$ cat config.mk
export PLATFORM = sky130hd
export DESIGN_NAME = ram_read_arbiter
export DESIGN_NICKNAME = d
export VERILOG_FILES = /design/src/rtl/ram_arb_pkg.sv /design/src/rtl/rr_arbiter.sv /design/src/rtl/ram_read_arbiter.sv
export SDC_FILE = /design/constraint.sdc
export NUM_CORES = 1
export LEC_CHECK = 0
export BUFFER_PORTS_ARGS = -buffer_cell sky130_fd_sc_hd__buf_2
export CORE_UTILIZATION = 38
export DETAILED_ROUTE_END_ITERATION = 10
export GPL_TIMING_DRIVEN = 0
export PLACE_DENSITY_LB_ADDON = 0.2
export SYNTH_ARGS = -nofsm -noshare
export SYNTH_HDL_FRONTEND = slang
export SYNTH_SLANG_ARGS = --single-unit
$ cat constraint.sdc
create_clock -name clk -period 3.2 [get_ports clk]
set_input_delay 0.16 -clock clk [delete_from_list [all_inputs] [get_ports clk]]
set_output_delay 0.16 -clock clk [all_outputs]
set_load 0.02 [all_outputs]
$ cat src/rtl/ram_arb_pkg.sv
// Shared types and helpers for the ram read-port arbiter.
package ram_arb_pkg;

   // Upper bound on requesters; sizes the client index everywhere.
   localparam int NUM_RD_MAX   = 8;
   localparam int CLIENT_IDX_W = $clog2(NUM_RD_MAX);

   typedef logic [CLIENT_IDX_W-1:0] client_idx_t;

   // Encode a one-hot vector; an all-zero vector maps to index 0.
   function automatic client_idx_t onehot_to_idx(input logic [NUM_RD_MAX-1:0] oh);
      client_idx_t idx;
      idx = '0;
      for (int i = 0; i < NUM_RD_MAX; i++) begin
         if (oh[i]) idx = client_idx_t'(i);
      end
      return idx;
   endfunction

endpackage

$ cat src/rtl/rr_arbiter.sv
// Round-robin arbiter: one-hot grant, priority rotates past the last winner.
module rr_arbiter
   import ram_arb_pkg::*;
#(
   parameter int NUM_RD = 4
) (
   input  logic              clk,
   input  logic              reset,
   input  logic              enable,
   input  logic [NUM_RD-1:0] rd_valid,
   output logic [NUM_RD-1:0] grant
);

   client_idx_t           rr_ptr;
   logic                  found;
   logic [NUM_RD_MAX-1:0] grant_ext;

   // Search from rr_ptr+1 with wrap-around; first requesting client wins.
   always_comb begin
      grant = '0;
      found = 1'b0;
      if (enable) begin
         for (int k = 1; k <= NUM_RD; k++) begin
            for (int i = 0; i < NUM_RD; i++) begin
               if (!found && rd_valid[i] && (i == (int'(rr_ptr) + k) % NUM_RD)) begin
                  grant[i] = 1'b1;
                  found    = 1'b1;
               end
            end
         end
      end
   end

   // Widen the grant so the shared one-hot encoder can take it.
   always_comb begin
      grant_ext             = '0;
      grant_ext[NUM_RD-1:0] = grant;
   end

   // Remember the last winner; reset value makes client 0 first in line.
   always_ff @(posedge clk or negedge reset) begin
      if (!reset)
         rr_ptr <= client_idx_t'(NUM_RD - 1);
      else if (|grant)
         rr_ptr <= onehot_to_idx(grant_ext);
   end

endmodule

$ cat src/rtl/ram_read_arbiter.sv
// Shares the ram read port among NUM_RD clients, passes the single writer
// straight through, and forwards write data on same-cycle address hits so
// every response carries the newest value one cycle after its grant.
module ram_read_arbiter
   import ram_arb_pkg::*;
#(
   parameter int NUM_RD         = 4,
   parameter int DATA_WIDTH     = 32,
   parameter int ADDR_WIDTH     = 12,
   parameter int RAM_OUTPUT_REG = 1
) (
   input  logic                         clk,
   input  logic                         reset,
   input  logic                         cfg_enable,
   input  logic [NUM_RD-1:0]            rd_valid,
   input  logic [NUM_RD*ADDR_WIDTH-1:0] rd_addr,
   output logic [NUM_RD-1:0]            rd_ready,
   output logic [NUM_RD-1:0]            rsp_valid,
   output logic [DATA_WIDTH-1:0]        rsp_data,
   input  logic                         wr_valid,
   input  logic [ADDR_WIDTH-1:0]        wr_addr,
   input  logic [DATA_WIDTH-1:0]        wr_data,
   output logic                         ram_read_req,
   output logic [ADDR_WIDTH-1:0]        ram_read_addr,
   input  logic [DATA_WIDTH-1:0]        ram_read_data,
   output logic                         ram_write_req,
   output logic [ADDR_WIDTH-1:0]        ram_write_addr,
   output logic [DATA_WIDTH-1:0]        ram_write_data
);

   logic [NUM_RD-1:0]     grant;
   logic                  arb_en;
   logic                  collide;
   logic [NUM_RD-1:0]     rsp_tag;
   logic                  fwd_flag;
   logic [DATA_WIDTH-1:0] fwd_data;

   // No grants while reset is held, regardless of cfg_enable.
   assign arb_en = cfg_enable & reset;

   rr_arbiter #(
      .NUM_RD (NUM_RD)
   ) u_rr_arbiter (
      .clk      (clk),
      .reset    (reset),
      .enable   (arb_en),
      .rd_valid (rd_valid),
      .grant    (grant)
   );

   assign rd_ready     = grant;
   assign ram_read_req = |grant;

   // Address mux: AND-OR of the granted client's address, zero when idle.
   always_comb begin
      ram_read_addr = '0;
      for (int i = 0; i < NUM_RD; i++) begin
         if (grant[i]) ram_read_addr = ram_read_addr | rd_addr[i*ADDR_WIDTH +: ADDR_WIDTH];
      end
   end

   // Writer goes straight to the ram; it is never stalled.
   assign ram_write_req  = wr_valid;
   assign ram_write_addr = wr_addr;
   assign ram_write_data = wr_data;

   // Same-cycle read/write to one address: ram would return the old word.
   assign collide = ram_read_req & wr_valid & (ram_read_addr == wr_addr);

   // Response tag: the grant vector delayed one cycle, exactly one pulse.
   always_ff @(posedge clk or negedge reset) begin
      if (!reset)
         rsp_tag <= '0;
      else
         rsp_tag <= grant;
   end

   assign rsp_valid = rsp_tag;

   // Forward state. With a combinational ram the flag only moves on a grant
   // so rsp_data holds between responses; with a registered ram it tracks
   // every cycle so idle rsp_data mirrors ram_read_data.
   always_ff @(posedge clk or negedge reset) begin
      if (!reset) begin
         fwd_flag <= 1'b0;
         fwd_data <= '0;
      end else begin
         if (ram_read_req || (RAM_OUTPUT_REG != 0))
            fwd_flag <= collide;
         if (collide)
            fwd_data <= wr_data;
      end
   end

   generate
      if (RAM_OUTPUT_REG == 0) begin : g_comb_ram
         logic [DATA_WIDTH-1:0] rd_data_q;

         // Capture the combinational ram word at the grant edge.
         always_ff @(posedge clk or negedge reset) begin
            if (!reset)
               rd_data_q <= '0;
            else if (ram_read_req)
               rd_data_q <= ram_read_data;
         end

         assign rsp_data = fwd_flag ? fwd_data : rd_data_q;
      end else begin : g_reg_ram
         // The ram already registered the word; only the forward mux is ours.
         assign rsp_data = !reset ? '0 : (fwd_flag ? fwd_data : ram_read_data);
      end
   endgenerate

endmodule

==> reports/metrics.cfg <==
[timing]
relSlewSlack=0.492
setup_viol=29
period_share=1.01
fmax_mhz=309
fin_ws_ps=-37.3
rsz0062_at_grt=true
finalHoldViolCount=0
drv_slew=0
worst_slew_pin_slew_ps=761
finalCriticalPeriod_ps=3240
clock_skew_ps=4.12

[die]
start_util=0.393
boundaryPins=230
dieArea_sq_mm=0.00891
core-area_sq_mm=0.00826
placementRows=33
die_x_microns=94.4
fp.dieH_microns=94.4

[global_route]
grt_pass1_wl_microns=14400
grt_max_degree=38
grt_pass1_vias=2880
grt_antenna_before_repair=0
grt_overflow_total=0
grt_usage=0.210

[run_status]
violations=setup timing
status=finished with violations

[synth]
synth_edf_count=0
synthTopCellsByArea=dfrtp_1, mux2_4, buf_4
synth_nets=432
async_reset_ff_frac=1.00
yosysSeqAreaShare=0.301
synth_warnings=0
syn_area_sq_mm=0.00325
avgSynthCellArea_sq_um=10.8
synth-main-ff-cell=dfrtp_1
synth_top_area_frac=0.285
netlist_instances=300
yosys.area.top_type=dfrtp_1
netlist-cell-type-count=49
synth_seq_cells=39

[power_and_ir_drop]
power.switching_mw=0.607
power_frac_comb=0.436
pwr-share-clk=0.243
leakage_nw=2.54
peakVddDrop_mv=0.213
p_seq_frac=0.321
power_density_mw_per_mm2=351
p_sw_frac=0.357
intPower_mw=1.09

[routing]
dr.pass1.iters=4
drt-initial-drc-count=135
postRouteAntennaNets=0
drc_errors=0
totalWireLength_microns=9940
dr_wl_met3_microns=599
wl_met2_microns=4810
drt-met1-wl_microns=4420
top_layer_used=met4
wl_per_cell_microns=15.2
via_per_inst=4.92
num_vias=3216

[setup_path]
critPathMaxFanout=10
critical_path_required_ps=3380
start_kind=flip-flop
crit_arrival_ps=3410
cp-end-kind=flip-flop
crit_type=flip-flop to flip-flop

[clock_tree]
cts_buffer_depth=2
clkTransAtPathRegs_ps=80
cts_max_level=2
cts_tree=yes
cts-root-buf=clkbuf_8
clk_latency_ps=290
cts_made_buffers=5
cts_sinks=39

[placed_design]
dp_hpwl_microns=7510
io_buffers=229
place_area_sq_mm=0.00453
gp_congestion=0.765
dp_cells=634

[worst_hold_path]
hp-class=primary input to flip-flop

[run]
maxCapViolations=0

[layout]
syn_to_final_growth_pct=48.9
layoutNonFillerInstCount=653
final_nets=679
layout-drive-gt1-share=0.651
finalInstanceArea_sq_mm=0.00483
insertedDiodeCount=0

## synthesized netlist by cell type, drive strengths merged, types with 5 or more instances
master  count
a21oi       8
or3         6
nand2       5
a32o       10
and2        8
nor2        6
dfrtp      37
mux2       32
o31a        6
nor2b      34
nand3       6
buf        59
mux2i      32
nor4        8
## final timing paths
check	startpoint	endpoint	slack (ps)	cells after the start
worst max-delay path	u_rr_arbiter.rr_ptr[1]$_DFFE_PN1N_	fwd_data[21]$_DFFE_PN0P_	-40	11
worst min-delay path	wr_data[13]	fwd_data[13]$_DFFE_PN0P_	110	2
worst max register to register	u_rr_arbiter.rr_ptr[1]$_DFFE_PN1N_	fwd_data[21]$_DFFE_PN0P_	-40	11
worst min register to register	fwd_data[14]$_DFFE_PN0P_	fwd_data[14]$_DFFE_PN0P_	500	1
max in group asynchronous	reset	rsp_valid[0]$_DFF_PN0_	2300	3
min in group asynchronous	reset	u_rr_arbiter.rr_ptr[1]$_DFFE_PN1N_	670	2
## worst max-delay path, stage by stage, from the launching register on
cell	delay, ps
dfstp_2	400
buf_4	140
o211a_4	250
buf_6	140
a32o_1	310
nor4_2	360
o22ai_2	150
or4b_1	500
and4b_1	270
buf_6	150
buf_12	150
mux2_4	300
## sequential cells by signal, summed over array words and instances (netlist names)
register and count:
fwd_flag 1, u_rr_arbiter.rr_ptr 2, rsp_valid 4, fwd_data 32
## metal layers
layer  GRT usage  vias to the layer above
met5           0                        -
met4      0.0590                        0
met3      0.0266                       10
met2       0.349                      141
met1       0.285                     1515
li1            -                     1550
## power by group through the flow
stage	Clock (mW)	Combinational [mW]	Sequential, mW
6_report	0.413	0.740	0.544
5_1_grt	0.449	0.797	0.549
4_1_cts	0.432	0.709	0.543
3_5_place_dp	0	0.685	0.543
3_3_place_gp	0	0.676	0.544
2_1_floorplan	0	0.430	0.546
## logic make-up after synthesis
group	after synthesis	synth area share
flops	39	0.301
compound gates	46	0.123
buf+inv	63	0.152
xor+xnor	6	0.0185
mux	64	0.244
simple gates	82	0.160
## what timing repair did
action	4_1_cts	5_1_grt
setup buffers	9	3
gates cloned	1	0
hold buffers	2	0
endpoints found under the setup margin	32	32
gates resized for setup	10	12
hold endpoints to repair	37	0
pin swaps	8	9
## through the flow
stage	util	worst slack, ps	TNS, ps	hold WS, ps	power, mW
6_report	0.585	-37.3	-827	113	1.70
5_1_grt	0.585	-159	-4580	106	1.80
4_1_cts	0.581	-94.3	-1590	103	1.68
3_5_place_dp	0.549	-672	-20900	369	1.23
3_3_place_gp	0.549	-673	-20960	377	1.22
2_1_floorplan	-	71.9	0	-136	0.977
## cell type report
type                       instances  area, sq um
clock buffer                       5         68.8
timing repair buffer             243         1300
sequential                        39          978
tap                              105          131
buffer                            60          455
multi-input combinational        198         1860
fill                             730         3420
clock inverter                     3         43.8
## cells in the final DEF (no fill, tap or decap), types with 3 or more instances in the layout
cell and count:
a21oi_1 6, a221o_1 4, a32o_1 6, a32o_2 4, and2_1 6, buf_1 3
buf_12 4, buf_2 228, buf_4 57, buf_6 6, clkbuf_1 4, clkbuf_8 5
dfrtp_1 37, mux2_4 31, mux2i_1 32, nand2_1 5, nand3_1 6, nor2_1 6
nor2b_1 34, nor4_2 3, nor4_4 3, o22ai_2 3, o31a_1 6, or3_1 6
xor2_1 3
No activity file was read; power rests on OpenSTA's default activity.
